**config.mk**
```make
export PLATFORM = sky130hd
export DESIGN_NAME = alu_result_deserializer
export DESIGN_NICKNAME = d
export VERILOG_FILES = /design/src/rtl/alu_result_deserializer.sv
export SDC_FILE = /design/constraint.sdc
export NUM_CORES = 1
export LEC_CHECK = 0
export CAP_MARGIN = 15
export CORE_AREA = 2 2 58 47
export CTS_CLUSTER_DIAMETER = 60
export DETAILED_ROUTE_END_ITERATION = 16
export DIE_AREA = 0 0 60 49
export DONT_BUFFER_PORTS = 1
export GPL_TIMING_DRIVEN = 1
export HOLD_SLACK_MARGIN = 0.05
export PLACE_DENSITY = 0.66
export SETUP_SLACK_MARGIN = 0.15
export SLEW_MARGIN = 20
export SYNTH_ARGS = -nofsm -noshare
export SYNTH_HDL_FRONTEND = slang
export SYNTH_SLANG_ARGS = --single-unit
```
**constraint.sdc**
```tcl
create_clock -name Clock -period 1.6 [get_ports Clock]
set_input_delay 0.08 -clock Clock [delete_from_list [all_inputs] [get_ports Clock]]
set_output_delay 0.08 -clock Clock [all_outputs]
set_load 0.01 [all_outputs]
```
**src/rtl/alu_result_deserializer.sv**
```systemverilog
// Assembles framed serial ALU results (start=1, LSB-first data, optional even parity, stop=0) into a held word.
// Result_valid rises on the stop-bit edge; a good frame arriving while the held word is unacknowledged is dropped (Overrun).
module alu_result_deserializer #(
  parameter int WIDTH     = 8,
  parameter bit PARITY_EN = 1'b1
) (
  input  logic             Clock,
  input  logic             Reset_n,
  input  logic             Data_in,
  input  logic             Result_ack,
  output logic [WIDTH-1:0] Result,
  output logic             Result_valid,
  output logic             Parity_error,
  output logic             Framing_error,
  output logic             Overrun,
  output logic             Busy
);

  localparam int CW = $clog2(WIDTH + 1);

  typedef enum logic [1:0] {IDLE, DATA, PARITY, STOP} state_t;

  state_t           state, state_nxt;
  logic [CW-1:0]    bit_cnt;
  logic [WIDTH-1:0] shreg;
  logic             perr;
  logic             last_bit;
  logic             commit;
  logic             accept;
  logic             ack_cycle;

  assign last_bit  = (bit_cnt == CW'(WIDTH - 1));
  assign commit    = (state == STOP) && !Data_in;
  assign accept    = commit && (!Result_valid || Result_ack);
  assign ack_cycle = Result_ack && Result_valid;

  always_ff @(posedge Clock or negedge Reset_n) begin
    if (!Reset_n) state <= IDLE;
    else          state <= state_nxt;
  end

  always_comb begin
    state_nxt = state;
    unique case (state)
      IDLE:    if (Data_in) state_nxt = DATA;
      DATA:    if (last_bit) state_nxt = PARITY_EN ? PARITY : STOP;
      PARITY:  state_nxt = STOP;
      STOP:    state_nxt = IDLE;
      default: state_nxt = IDLE;
    endcase
  end

  always_comb begin
    Busy = (state != IDLE);
  end

  always_ff @(posedge Clock or negedge Reset_n) begin
    if (!Reset_n) begin
      bit_cnt       <= '0;
      shreg         <= '0;
      perr          <= 1'b0;
      Result        <= '0;
      Result_valid  <= 1'b0;
      Parity_error  <= 1'b0;
      Framing_error <= 1'b0;
      Overrun       <= 1'b0;
    end else begin
      case (state)
        IDLE:   if (Data_in) bit_cnt <= '0;
        // Right shift lands the first (LSB) bit in position 0 after WIDTH bits.
        DATA: begin
          shreg   <= {Data_in, shreg[WIDTH-1:1]};
          bit_cnt <= bit_cnt + CW'(1);
        end
        PARITY: perr <= Data_in ^ (^shreg);
        default: ;
      endcase

      Framing_error <= (state == STOP) && Data_in;

      if (accept) begin
        Result       <= shreg;
        Parity_error <= PARITY_EN ? perr : 1'b0;
        Result_valid <= 1'b1;
      end else if (ack_cycle) begin
        Result_valid <= 1'b0;
      end

      // An ack in the commit cycle makes room, so it never coincides with a drop.
      if (ack_cycle)                  Overrun <= 1'b0;
      else if (commit && Result_valid) Overrun <= 1'b1;
    end
  end

endmodule
```
# Word level (Yosys, flattened, before mapping)
# Index checks and enable logic that the tools add are counted.
[word_totals]
inputBits = 4
elab_cells = 42
register_bits = 27
output_inout_bits = 13
[op_classes]
reduce_logical = 16
n_eq_ne = 6
add_sub_neg = 1
mux = 9
bitwise_logic = 1
[ops]
columns = ["cell", "count"]
rows = [
  ["2-bit case mux with 4 select lines", 1],
  ["4-bit case mux with 2 select lines", 1],
  ["2-bit nonzero test", 4],
  ["8-bit XOR reduction", 1],
  ["1-bit logical AND", 5],
  ["4-bit by 1-bit adder with 4-bit output, second input constant", 1],
  ["2-bit == test, second input constant", 2],
  ["4-bit by 3-bit == test with 1-bit output, second input constant", 1],
  ["1-bit 2-to-1 mux", 4],
  ["2-bit 2-to-1 mux", 2],
  ["4-bit 2-to-1 mux", 1],
  ["2-bit inequality test, second input constant", 2],
  ["2-bit AND reduction", 2],
  ["2-bit by 1-bit == test with 1-bit output, second input constant", 1],
  ["1-bit zero test", 2],
  ["2-bit zero test", 1],
  ["1-bit logical OR", 1],
  ["1-bit XOR", 1],
]

# Logic depth before layout (Yosys ltp)
[depth]
depth_word = 5
mapped_depth = 7
depth_no_buf = 6

# Worst setup path before layout
# No wires, ideal clock.
[synth_path]
path_kind = "register to register"
startpoint = "reg state[1]"
endpoint = "reg shreg[7]"
required_ps = 1475
setup_slack_ps = 86
path_stages_with_launch = 6
arrival_time_ps = 1389
path_buffers = 2
setup_time_ps = 125
period_less_slack_ps = 1514
cell_sequence = "dfrtp_1 > inv_1 > ha_1 > clkbuf_1 > buf_2 > mux2_2"
[synth_via]
elab_chain_cells = 1
[synth_lines]
columns = ["item", "line", "source"]
rows = [
  ["start: declaration", "23", "state_t state, state_nxt;"],
  ["start signal: assignment", "39", "else state <= state_nxt;"],
  ["2-bit by 1-bit == test with 1-bit output", "68", "case (state)"],
  ["end signal: assignment", "72", "shreg <= {Data_in, shreg[WIDTH-1:1]};"],
  ["end: declaration", "25", "logic [WIDTH-1:0] shreg;"],
]
# No other way between the ends.
# A chain may end at the register's enable or synchronous reset.

# Final worst setup path
[layout_path]
startpoint = "reg state[0]"
endpoint = "reg Result[7]"
[layout_via]
elab_chain_cells = 3
[layout_lines]
columns = ["item", "line", "source"]
rows = [
  ["2-bit == test", "33", "assign commit = (state == STOP) && !Data_in;"],
  ["1-bit logical AND", "33", ""],
  ["1-bit logical AND", "34", "assign accept = commit && (!Result_valid || Result_ack);"],
  ["end signal: assignment", "82", "Result <= shreg;"],
  ["end: declaration", "11", "output logic [WIDTH-1:0] Result,"],
]
# No other way between the ends.

==> results.cfg <==
[synth]
synth_top_family_by_area = multiplexers
synth-adder-area-share = 0.0514
synthCells = 93
yosysSeqAreaShare = 0.556
synthMuxAreaShare = 0.179
ys_types = 25
yosys-top-cells-count = dfrtp_1 (27), mux2_2 (18), ha_1 (5), o21ai_0 (5), xnor2_1 (5)
synth_top_cell_area_share = 0.556
yosysMostFrequentCell = dfrtp_1
ys_seq_elements = 27
async_reset_ff_frac = 1.00
synth_area_um2 = 1220
yosysTopAreaCell = dfrtp_1
yosys.area_share.simple = 0.0813
synth_fp_nets = 102
yosysWarnings = 0
syn_avg_cell_area_um2 = 13.1
ys.flop_type = dfrtp_1
yosys-top-cells-area = dfrtp_1 (56%), mux2_2 (17%), ha_1 (5.1%)
synth_xor_area_frac = 0.0617
synth_edf_count = 0
synth_compound_area_frac = 0.0545

[placed_design]
dp_hpwl_um = 1370
gp_congestion = 0.677
io_buffers = 0

[routing]
wl_per_cell_um = 13.9
first_pass_iters = 4
via_per_inst = 5.23
drc = 0
routed-via-count = 764
ant_nets = 0
drt-total-wl_um = 2030
drtIter0Drc = 30

[power]
p_leak_nw = 0.659
power_density_nw_per_um2 = 2160
vdd_drop_max_v = 0.00112
finalPower_mw = 3.20

[cells_and_area]
drive_gt1_frac = 0.382
area_growth_pct = 21.6
fin_util = 0.611
antenna_cells = 0
nets = 120

[critical_path]
crit_type = reg -> reg
cp.required_ns = 1.81
cp_max_fo = 9
startpoint_type = flop
crit_path_end_kind = flop
arrival_ns = 1.67
reg2regPathDepth = 5

[cts]
path_clk_slew_ns = 0.14
htree_levels = 1
clkLatencyLatePin_ns = 0.32
root_buffer = clkbuf_4
cts_tree = yes
numCtsBuffers = 3
clockBufferDepth = 2
cts_num_sinks = 27

[timing]
rsz0062_at_grt = yes
slew_headroom = 0.842
timing.setup.tns_ns = 0
worst_pin_slew_ns = 0.235
period_share = 0.912
finalSetupViolations = 0
finalHoldViolCount = 0
skew_ns = 0.00902
finalCriticalPeriod_ns = 1.46
fmax_ghz = 0.685
finalMaxSlewViolations = 0

[floorplan]
fp.dieH_um = 49
num_io_pins = 17
fp.dieW_um = 60
start_util = 0.502
core_area_um2 = 2420
rows = 16
dieArea_um2 = 2940

[global_route]
track_usage = 0.158
grt_remaining_overflow = 0
grt_max_degree = 28
grt_first_pass_wirelength_um = 3470
grt_pass1_vias = 777
antenna_found_initial = 0

[flow_run]
drv_cap = 0

[min_path]
hold_path_class = in -> reg
whs_path_depth = 3

[outcome]
status = finished, final reports clean
## metrics by stage
stage | std cells | worst slack (ns) | hold WS, ns | cell area, µm²
6_report | 146 | 0.140 | 0.132 | 1480
5_1_grt | 146 | 0.0689 | 0.127 | 1480
4_1_cts | 142 | 0.125 | -0.112 | 1420
3_5_place_dp | 130 | 0.0496 | -0.215 | 1290
3_3_place_gp | 130 | 0.0744 | -0.215 | 1290
2_1_floorplan | 93 | 0.158 | -0.216 | 1220
## layout by cell type, fill, tap and decap left out, drive strengths merged
master,synthesis,layout
ha,5,5
or3,1,1
a32o,1,1
xnor2,5,5
nand2b,3,3
buf,1,11
nor2b,2,2
and2,1,1
nor3,1,1
inv,3,3
nand2,4,4
xor2,1,1
dfrtp,27,27
a22o,1,1
mux2,19,19
nor2,4,4
xnor3,1,1
nand4,1,1
o21ai,5,5
a211oi,1,1
dlygate4sd3,0,4
clkbuf,1,4
and3,1,1
a21oi,3,3
nand3b,1,1
## layout make-up
class / instances / area (µm²)
Timing Repair Buffer: 15 / 151
Fill cell: 200 / 943
Clock buffer: 4 / 26.3
Tap cell: 36 / 45.0
Sequential cell: 27 / 676
Inverter: 3 / 11.3
Multi-Input combinational cell: 61 / 569
## sequential cells by signal, summed over array words and instances (netlist names)
name	count
Parity_error	1
Result_valid	1
state	2
Result	8
Overrun	1
bit_cnt	4
Framing_error	1
perr	1
shreg	8
## path summary, 6_finish.rpt
kind,start,to,slack (ns)
min in group asynchronous,Reset_n,Overrun,0.17
worst max-delay path,state[0],Result[7],0.14
worst max register to register,state[0],Result[7],0.14
worst min register to register,perr,perr,0.53
worst min-delay path,Data_in,perr,0.13
max in group asynchronous,Reset_n,bit_cnt[3],1.27
## what timing repair did
item | in CTS | in global routing
pin swaps | 0 | 2
hold endpoints to repair | 31 | 3
setup endpoints to repair | 12 | 18
hold buffers | 4 | 1
resized for setup | 6 | 7
setup buffers | 4 | 3
## cells by family (layout without fill, tap and decap cells)
kind of cell / Yosys count / count (layout)
compound gates: 11 / 11
xor+xnor: 7 / 7
fa+ha+maj: 5 / 5
buf+inv: 5 / 22
flops: 27 / 27
mux: 19 / 19
simple gates: 19 / 19
## metal layers
metal,part of all wire,global-route usage
met1,0.45,0.218
met2,0.47,0.239
met3,0.065,0.0557
met4,0.0079,0.0333
met5,0,0
## worst max-delay path, cell delays in order (launching register included)
cell and delay, ns:
dfrtp_1 0.44, ha_1 0.21, nor2b_2 0.17, nand2_2 0.08
buf_12 0.13, mux2_2 0.33
## where the power goes
part	internal (mW)	switching (mW)
clock	0.0977	0.186
combinational	0.988	0.596
sequential	1.01	0.323
No activity file was read; power rests on OpenSTA's default activity.
